<file path="src/rtl/config_pkg.sv">
// Core configuration record consumed by the custom vector loader.
package config_pkg;

    typedef struct packed {
        int unsigned XLEN;
        int unsigned CustomVecNumWords;
    } cva6_cfg_t;

    localparam cva6_cfg_t cva6_cfg_empty = '{XLEN: 64, CustomVecNumWords: 8};

endpackage

</file>
<file path="src/rtl/custom_vec_pkg.sv">
// Shared FSM state encoding and handshake payload types for the vector loader.
package custom_vec_pkg;

    // Wide enough to count 0..4 requests in flight.
    localparam int unsigned OUT_W = 3;

    typedef enum logic [1:0] {
        IDLE  = 2'd0,
        ISSUE = 2'd1,
        DRAIN = 2'd2,
        DONE  = 2'd3
    } vec_state_e;

    // Memory request handshake as seen by the bookkeeping counters.
    typedef struct packed {
        logic valid;
        logic ready;
    } vec_req_hs_t;

    // Classified response event: valid only while a transfer is active.
    typedef struct packed {
        logic valid;
        logic err;
    } vec_rsp_t;

    // Width of a word-count field able to hold 0..n.
    function automatic int unsigned len_width(input int unsigned n);
        return $clog2(n) + 1;
    endfunction

endpackage

</file>
<file path="src/rtl/custom_vec_loader_ctr.sv">
// Issued / received / outstanding bookkeeping for one load transfer.
module custom_vec_loader_ctr
    import custom_vec_pkg::*;
#(
    parameter int unsigned LenW = 4
) (
    input  logic              clk_i,
    input  logic              rst_ni,
    input  logic              clr,
    input  vec_req_hs_t       req,
    input  logic              rsp,
    output logic [LenW-1:0]   issued,
    output logic [LenW-1:0]   received,
    output logic [OUT_W-1:0]  outstanding
);

    logic issue;

    assign issue = req.valid & req.ready;

    // Counters restart on command acceptance; issue and response in one cycle cancel.
    always_ff @(posedge clk_i or negedge rst_ni) begin
        if (!rst_ni) begin
            issued      <= '0;
            received    <= '0;
            outstanding <= '0;
        end else if (clr) begin
            issued      <= '0;
            received    <= '0;
            outstanding <= '0;
        end else begin
            issued      <= issued + LenW'(issue);
            received    <= received + LenW'(rsp);
            outstanding <= outstanding + OUT_W'(issue) - OUT_W'(rsp);
        end
    end

endmodule

</file>
<file path="src/rtl/custom_vec_loader.sv">
// Custom vector loader: reads cmd_len_i XLEN words from memory into vector storage.
// Optional busy-cycle performance counter enabled by CUSTOM_VEC_LOADER_PERF_EN.
module custom_vec_loader
    import custom_vec_pkg::*;
#(
    parameter config_pkg::cva6_cfg_t CVA6Cfg        = config_pkg::cva6_cfg_empty,
    parameter int unsigned           NumWords       = CVA6Cfg.CustomVecNumWords,
    parameter int unsigned           MaxOutstanding = 2
) (
    input  logic                          clk_i,
    input  logic                          rst_ni,
    input  logic                          cmd_valid_i,
    output logic                          cmd_ready_o,
    input  logic [CVA6Cfg.XLEN-1:0]       cmd_addr_i,
    input  logic [$clog2(NumWords):0]     cmd_len_i,
    input  logic [$clog2(NumWords)-1:0]   cmd_dst_i,
    output logic                          req_valid_o,
    input  logic                          req_ready_i,
    output logic [CVA6Cfg.XLEN-1:0]       req_addr_o,
    input  logic                          rsp_valid_i,
    input  logic [CVA6Cfg.XLEN-1:0]       rsp_data_i,
    input  logic                          rsp_err_i,
    output logic                          vwe_o,
    output logic [$clog2(NumWords)-1:0]   vwaddr_o,
    output logic [CVA6Cfg.XLEN-1:0]       vwdata_o,
    output logic                          busy_o,
    output logic                          done_o,
    output logic                          err_o,
    output logic [31:0]                   busy_cycles_o
);

    localparam int unsigned XLEN  = CVA6Cfg.XLEN;
    localparam int unsigned IDX_W = $clog2(NumWords);
    localparam int unsigned LEN_W = len_width(NumWords);
    localparam int unsigned SUM_W = LEN_W + 1;
    localparam int unsigned BYTES = XLEN / 8;

    vec_state_e          state;
    vec_state_e          state_nxt;
    logic [XLEN-1:0]     base_q;
    logic [LEN_W-1:0]    len_q;
    logic [IDX_W-1:0]    dst_q;
    logic                err_q;

    logic [LEN_W-1:0]    issued;
    logic [LEN_W-1:0]    received;
    logic [OUT_W-1:0]    outstanding;

    logic                accept;
    logic                active;
    vec_rsp_t            rsp_ev;
    vec_req_hs_t         req_hs;
    logic                rsp_ok;
    logic [SUM_W-1:0]    wr_sum;
    logic [IDX_W-1:0]    wr_idx;

    assign accept = cmd_valid_i && (state == IDLE);
    assign active = (state == ISSUE) || (state == DRAIN);

    // Responses outside an active transfer (idle, or stale after reset) are dropped here.
    assign rsp_ev       = '{valid: rsp_valid_i & active, err: rsp_err_i};
    assign rsp_ok       = rsp_ev.valid && !rsp_ev.err && !err_q;
    assign req_hs.valid = req_valid_o;
    assign req_hs.ready = req_ready_i;

    assign wr_sum = (SUM_W'(dst_q) + SUM_W'(received)) % SUM_W'(NumWords);
    assign wr_idx = IDX_W'(wr_sum);

    custom_vec_loader_ctr #(
        .LenW (LEN_W)
    ) u_ctr (
        .clk_i       (clk_i),
        .rst_ni      (rst_ni),
        .clr         (accept),
        .req         (req_hs),
        .rsp         (rsp_ev.valid),
        .issued      (issued),
        .received    (received),
        .outstanding (outstanding)
    );

    // State register.
    always_ff @(posedge clk_i or negedge rst_ni) begin
        if (!rst_ni) begin
            state <= IDLE;
        end else begin
            state <= state_nxt;
        end
    end

    // Command latch and sticky error flag.
    always_ff @(posedge clk_i or negedge rst_ni) begin
        if (!rst_ni) begin
            base_q <= '0;
            len_q  <= '0;
            dst_q  <= '0;
            err_q  <= 1'b0;
        end else if (accept) begin
            base_q <= cmd_addr_i;
            len_q  <= cmd_len_i;
            dst_q  <= cmd_dst_i;
            err_q  <= 1'b0;
        end else if (rsp_ev.valid && rsp_ev.err) begin
            err_q  <= 1'b1;
        end
    end

    // Next-state logic; after an error, drain until nothing is in flight.
    always_comb begin
        state_nxt = state;
        unique case (state)
            IDLE: begin
                if (accept) begin
                    state_nxt = (cmd_len_i == '0) ? DONE : ISSUE;
                end
            end
            ISSUE: begin
                if (rsp_ev.valid && rsp_ev.err) begin
                    state_nxt = DRAIN;
                end else if (issued == len_q) begin
                    state_nxt = DRAIN;
                end
            end
            DRAIN: begin
                if (err_q) begin
                    if (outstanding == '0) begin
                        state_nxt = DONE;
                    end
                end else if (received == len_q) begin
                    state_nxt = DONE;
                end
            end
            DONE: begin
                state_nxt = IDLE;
            end
            default: begin
                state_nxt = IDLE;
            end
        endcase
    end

    // Output decode: request gating, storage write port and status.
    always_comb begin
        cmd_ready_o = 1'b0;
        req_valid_o = 1'b0;
        req_addr_o  = '0;
        vwe_o       = 1'b0;
        vwaddr_o    = '0;
        vwdata_o    = '0;
        busy_o      = 1'b0;
        done_o      = 1'b0;
        err_o       = 1'b0;

        cmd_ready_o = (state == IDLE);
        busy_o      = (state != IDLE);

        if (state == ISSUE) begin
            req_valid_o = (issued < len_q) &&
                          (outstanding < OUT_W'(MaxOutstanding)) && !err_q;
            req_addr_o  = base_q + XLEN'(issued) * XLEN'(BYTES);
        end

        if (rsp_ok) begin
            vwe_o    = 1'b1;
            vwaddr_o = wr_idx;
            vwdata_o = rsp_data_i;
        end

        if (state == DONE) begin
            done_o = 1'b1;
            err_o  = err_q;
        end
    end

`ifdef CUSTOM_VEC_LOADER_PERF_EN
    logic [31:0] busy_cnt_q;

    // Saturating count of busy cycles, cleared only by reset.
    always_ff @(posedge clk_i or negedge rst_ni) begin
        if (!rst_ni) begin
            busy_cnt_q <= '0;
        end else if ((state != IDLE) && (busy_cnt_q != '1)) begin
            busy_cnt_q <= busy_cnt_q + 32'd1;
        end
    end

    assign busy_cycles_o = busy_cnt_q;
`else
    assign busy_cycles_o = '0;
`endif

endmodule

</file>
<file path="config.mk">
export PLATFORM = sky130hd
export DESIGN_NAME = custom_vec_loader
export DESIGN_NICKNAME = d
export VERILOG_FILES = /design/src/rtl/config_pkg.sv /design/src/rtl/custom_vec_pkg.sv /design/src/rtl/custom_vec_loader_ctr.sv /design/src/rtl/custom_vec_loader.sv
export SDC_FILE = /design/constraint.sdc
export NUM_CORES = 1
export LEC_CHECK = 0
export ABC_AREA = 0
export CORE_AREA = 5 5 116 118
export DETAILED_ROUTE_END_ITERATION = 7
export DIE_AREA = 0 0 121 123
export DONT_BUFFER_PORTS = 1
export PLACE_DENSITY = 0.74
export REMOVE_ABC_BUFFERS = 1
export SLEW_MARGIN = 20
export SYNTH_ARGS = -nofsm -noshare
export SYNTH_HDL_FRONTEND = slang
export SYNTH_HIERARCHICAL = 1
export SYNTH_SLANG_ARGS = --single-unit
</file>
<file path="constraint.sdc">
create_clock -name clk_i -period 2.7 [get_ports clk_i]
set_clock_uncertainty 0.05 [all_clocks]
set_input_delay 0.27 -clock clk_i [delete_from_list [all_inputs] [get_ports clk_i]]
set_output_delay 0.27 -clock clk_i [all_outputs]
set_load 0.01 [all_outputs]
</file>
Yosys cells after proc, flatten, opt, wreduce, memory -nomap -nowiden
Index checks and enable logic that the tools add are counted.
{ "totals": {"regBits": 85, "output_inout_bits": 169, "word_cells": 62} }
{ "classes": {"add_sub_neg": 6, "order_cmp": 2, "eq_ne": 9, "muxes": 20, "bitwise_logic": 2, "n_reduce_logical": 15} }
{ "op_table": {"columns": ["operator", "n"], "rows": [
  ["$mux W64", 2],
  ["$add A64 B7 Y64", 1],
  ["$mux W2", 7],
  ["$add A4 B1 Y4", 2],
  ["$eq A4 B4 Y1", 2],
  ["$mux W4", 2],
  ["$pmux W2 S4", 1],
  ["$logic_and A1 B1 Y1", 6],
  ["$mux W1", 6],
  ["$mux W3", 2],
  ["$ne A3 B2 Y1 const B", 2],
  ["$eq A2 B2 Y1 const B", 2],
  ["$logic_not A4 Y1", 1],
  ["$lt A4 B4 Y1", 1],
  ["$reduce_and A4 Y1", 1],
  ["$reduce_bool A2 Y1", 2],
  ["$add A3 B1 Y3", 1],
  ["$add A3 B3 Y3", 1],
  ["$logic_not A3 Y1", 1],
  ["$lt A3 B2 Y1 const B", 1],
  ["$ne A3 B1 Y1 const B", 1],
  ["$sub A3 B1 Y3", 1],
  ["$and A1 B1 Y1", 2],
  ["$eq A2 B1 Y1 const B", 1],
  ["4 further kinds", 5]
]} }

Logic depth before layout (Yosys ltp)
{ "depth": {"word_depth": 8, "depth_mapped": 15, "ltp_nobuf": 14} }

Hierarchy
Netlist, hierarchy kept.
{ "by_module_without_submodules": {"columns": ["module", "instances", "cells_per_inst", "area_per_inst_um2", "seq_area_each_um2"], "rows": [
  ["custom_vec_loader", 1, 625, 5460.2, 1851.8],
  ["custom_vec_loader_ctr", 1, 43, 553.0, 275.3]
]} }

Worst setup path after synthesis
No wires, ideal clock.
{ "synth_path": {"path_type": "register to register", "startpoint": "register state[1]", "endpoint": "register u_ctr.outstanding[2]", "t_arrival_ns": 2.666, "setup_slack_ns": -0.132, "path_stages_with_launch": 16, "period_less_slack_ns": 2.832, "cell_sequence": "dfrtp_1 -> inv_1 -> ha_1 -> clkbuf_1 -> inv_1 -> nor4_1 -> and3_1 -> and2_1 -> inv_1 -> ha_1 -> inv_1 -> ha_1 -> inv_1 -> fa_1 -> xnor3_1 -> nor2_1"} }
{ "synth_between": {"elab_chain_len": 6, "elab_cells_between_ends": 11, "classes_between": "add/sub (2); eq/ne (2); mux (2); bitwise (2); reduce/logical (3)"} }
{ "synth_rtl": {"columns": ["element", "line_no", "rtl"], "rows": [
  ["from (decl)", "custom_vec_loader.sv:38", "vec_state_e state;"],
  ["from (signal assigned)", "custom_vec_loader.sv:87", "state <= state_nxt;"],
  ["$eq A2 B1 Y1", "custom_vec_loader.sv:157", "if (state == ISSUE) begin"],
  ["$mux W1", "custom_vec_loader.sv:157", null],
  ["named net req_valid_o", "custom_vec_loader.sv:17", "output logic req_valid_o,"],
  ["$and A1 B1 Y1", "custom_vec_loader_ctr.sv:19", "assign issue = req.valid & req.ready;"],
  ["$add A3 B1 Y3", "custom_vec_loader_ctr.sv:34", "outstanding <= outstanding + OUT_W'(issue) - OUT_W'(rsp);"],
  ["$sub A3 B1 Y3", "custom_vec_loader_ctr.sv:34", null],
  ["$mux W3", "custom_vec_loader_ctr.sv:27", "end else if (clr) begin"],
  ["to (signal assigned)", "custom_vec_loader_ctr.sv:34", null],
  ["to (decl)", "custom_vec_loader_ctr.sv:14", "output logic [OUT_W-1:0] outstanding"]
]} }
The timed path passes the listed nets, and every way through them passes these cells.
A chain may end at the register's enable or synchronous reset.

Worst setup path in the final report
{ "layout_path": {"startpoint": "register base_q[3]", "endpoint": "output req_addr_o[63]"} }
{ "layout_between": {"elab_chain_len": 2} }
{ "layout_rtl": {"columns": ["element", "line_no", "rtl"], "rows": [
  ["from (decl)", "custom_vec_loader.sv:40", "logic [XLEN-1:0] base_q;"],
  ["from (signal assigned)", "custom_vec_loader.sv:99", "base_q <= cmd_addr_i;"],
  ["$add A64 B7 Y64", "custom_vec_loader.sv:160", "req_addr_o = base_q + XLEN'(issued) * XLEN'(BYTES);"],
  ["$mux W64", "custom_vec_loader.sv:157", null],
  ["to (decl)", "custom_vec_loader.sv:19", "output logic [CVA6Cfg.XLEN-1:0] req_addr_o,"]
]} }
No other way between the ends.

==> reports/metrics.yaml <==
critical_path:
  critPathLaunchType: "register"
  r2r_cells: 15
  cp.arrival_ps: 2670
  crit_type: "register to output pin"
  r2r-start: "u_ctr/issued[1]"
  cp-end-kind: "output pin"
  regToRegSetupSlack_ps: 10
  reg2reg_to: "u_ctr/outstanding[2]"
  worstPathRequired_ps: 2380
  path_max_fanout: 9
grt:
  met2_usage_pct: 40.47
  grt_pass1_vias: 5191
  met1_usage_pct: 32.78
  grt_antenna_before_repair: 11
  grt_max_degree: 86
  busiest_layer: "met2"
  grt_overflow_total: 0
  grt_pass1_wl_um: 29570
  grt_util_all_layers_pct: 25.83
  grtUsageMet3_pct: 10.93
placed_design:
  placement.cell_area_um2: 6519
  dpl.hpwl_um: 15030
  port_buffers: 0
  place_ws_ps: -83.72
  place_congestion: 0.9403
cts:
  tritoncts: "built"
  clk_pin_slew_ps: 60
  cts_sinks: 85
  cts_max_path_buffers: 2
  root_buffer: "clkbuf_16"
  cts_buffers: 9
  clock_latency_ps: 340
  htreeDepth: 3
synthesis:
  synth_area_leader_cell: "dfrtp_1"
  synth-main-ff-cell: "dfrtp_1"
  post_synth_num_cell_types: 47
  ys_seq_area_share_pct: 35.37
  netlist_area_um2: 6013
  synth_warnings: 6
  avgSynthCellArea_um2: 9.002
  synth_edf_count: 0
  async_flop_share_pct: 100.0
  synth_cells: 668
  synth_top_area_share_pct: 35.37
  yosys-top-cells-area: "dfrtp_1, mux2_2, and2_1, buf_4, ha_1"
  ys_ff_latch: 85
pwr:
  power_density_nw_per_um2: 1072
  ir_worst_vdd_mv: 0.5468
  p_leak_uw: 0.003179
floorplanning:
  die_area_um2: 14880
  fp.coreArea_um2: 12360
  initial_core_util_pct: 48.64
  fp.dieH_um: 123
  die_w_um: 121
  ios: 310
  num_rows: 41
timing:
  period_needed_ps: 2988
  timing.final.ws_setup_ps: -287.5
  totalNegativeSetupSlack_ps: -6056
  slew_violations: 0
  finalCritPeriodShare_pct: 110.6
  tightest_slew_ps: 702.9
  setup_viol: 39
  max_freq_mhz: 334.7
  hold_viol_final: 0
  slew_headroom_pct: 53.14
  rsz0062_at_grt: "true"
detailed_routing:
  drt_iter0_drc: 433
  antenna_left: 0
  route.detailed.drc: 0
  drt-vias-per-instance: 5.849
  num_vias: 5516
  drtPass1Iterations: 6
  wirelength_um: 20650
  wl_per_cell_um: 21.90
cells_and_area:
  seq_area_um2: 2130
  layout-drive-gt1-share_pct: 32.07
  layout.nets: 925
  areaGrowthSynthToFinish_pct: 25.80
  multi_input_area_um2: 3880
  final_cell_area_um2: 7565
  fillCellCount: 996
worst_hold_path:
  hold_depth: 2
  min_path_type: "primary input to register"
  min_from: "cmd_addr_i[7]"
  min_to: "base_q[7]"
run_status:
  violations: "setup timing"
  status: "complete, but fails checks"
job:
  cap_violations: 0
## metal layers
layer	part of all wire, %	wire (um)
met1	40	8362
met2	47	9720
met3	10	2138
met4	1.9	391
met5	0.18	38
## Yosys cell counts, drive strengths merged (22+ instances only)
| cell | count |
|---|---|
| clkbuf | 23 |
| a21oi | 42 |
| nand2 | 38 |
| dfrtp | 85 |
| nand3 | 35 |
| o21ai | 37 |
| inv | 22 |
| mux2 | 64 |
| buf | 36 |
| nor2 | 40 |
| or3 | 27 |
| and2 | 74 |
## final cells by class
type                       count  area share [%]
clock inverter                 3          0.8932
sequential                    85           28.15
inverter                      22           1.092
antenna                        4          0.1323
multi-input combinational    533           51.29
timing repair buffer         111           12.16
clock buffer                  13           3.440
tap                          172           2.845
## logic make-up after synthesis
kind of cell	after synthesis	synth area share [%]
AND/OR/NAND/NOR	286	26.49
flip-flops	85	35.37
multiplexers	65	12.15
buffers and inverters	81	7.303
adder cells (fa/ha/maj)	22	4.952
XOR/XNOR	30	4.598
other	1	0.06236
AO/OA/AOI/OAI	98	9.072
## what timing repair did
action | in CTS | in global routing
buffers inserted | 15 | 16
gates cloned | 1 | 1
endpoints found under the hold margin | 93 | 0
pin swaps | 23 | 15
resized for setup | 30 | 43
hold buffers | 10 | 0
endpoints found under the setup margin | 35 | 45
## power by group
part / internal (uW) / switching, uW / leakage (uW)
registers: 1900 / 750 / 0.00102
logic: 1900 / 2180 / 0.00200
clock network: 862 / 513 / 0.000156
total: 4660 / 3450 / 0.00318
## worst max path at each step
stage | startpoint | endpoint | slack (ps) | cells after the start
after floorplan | state[0] | vwaddr_o[2] | -1140 | 5
after global placement | u_ctr/issued[0] | req_addr_o[33] | 20 | 8
after detailed placement | base_q[6] | req_addr_o[33] | -80 | 7
after CTS | base_q[21] | req_addr_o[31] | -250 | 7
after global routing | base_q[3] | req_addr_o[31] | -370 | 9
final | base_q[3] | req_addr_o[63] | -290 | 9
## stage by stage
step	hold slack, ps	cells	power, uW	utilization (%)
final	13.72	943	8106	61.19
after detailed placement	-74.01	880	6180	52.73
after global placement	-73.42	880	6047	52.73
after global routing	3.470	942	8642	61.17
after CTS	7.330	922	7791	58.61
after floorplan	-75.59	640	4905	-
## cells in the final DEF, fill, tap and decap left out, types with 9 or more instances in the layout
| cell type | Yosys | layout |
|---|---|---|
| nand4_1 | 20 | 20 |
| xor2_1 | 14 | 14 |
| conb_1 | 1 | 32 |
| nand3_1 | 34 | 29 |
| xnor2_1 | 15 | 15 |
| inv_1 | 22 | 16 |
| and2_1 | 74 | 73 |
| mux2_2 | 64 | 64 |
| nand2_1 | 38 | 36 |
| o21ai_0 | 37 | 34 |
| ha_1 | 19 | 9 |
| dlygate4sd3_1 | 0 | 9 |
| clkbuf_16 | 0 | 9 |
| buf_4 | 32 | 90 |
| a21oi_1 | 42 | 31 |
| a21oi_2 | 0 | 11 |
| nor3_1 | 10 | 9 |
| or3_1 | 25 | 20 |
| buf_6 | 2 | 9 |
| dfrtp_1 | 85 | 83 |
| nor2_1 | 39 | 37 |
## state kept, by name, summed over array words and instances, names as in the netlist
signal and flops:
err_q 1, u_ctr/outstanding 3, u_ctr/issued 4, base_q 64, u_ctr/received 4, dst_q 3, len_q 4, state 2
## worst max-delay path: stages (launching register included)
cell,delay [ps]
dfrtp_1,360
ha_2,210
fa_2,220
nand3_2,100
a21oi_1,260
nand4_1,170
buf_4,210
or4_1,500
a21oi_1,160
buf_4,150
Note: power is estimated with default switching activity, not from simulation.
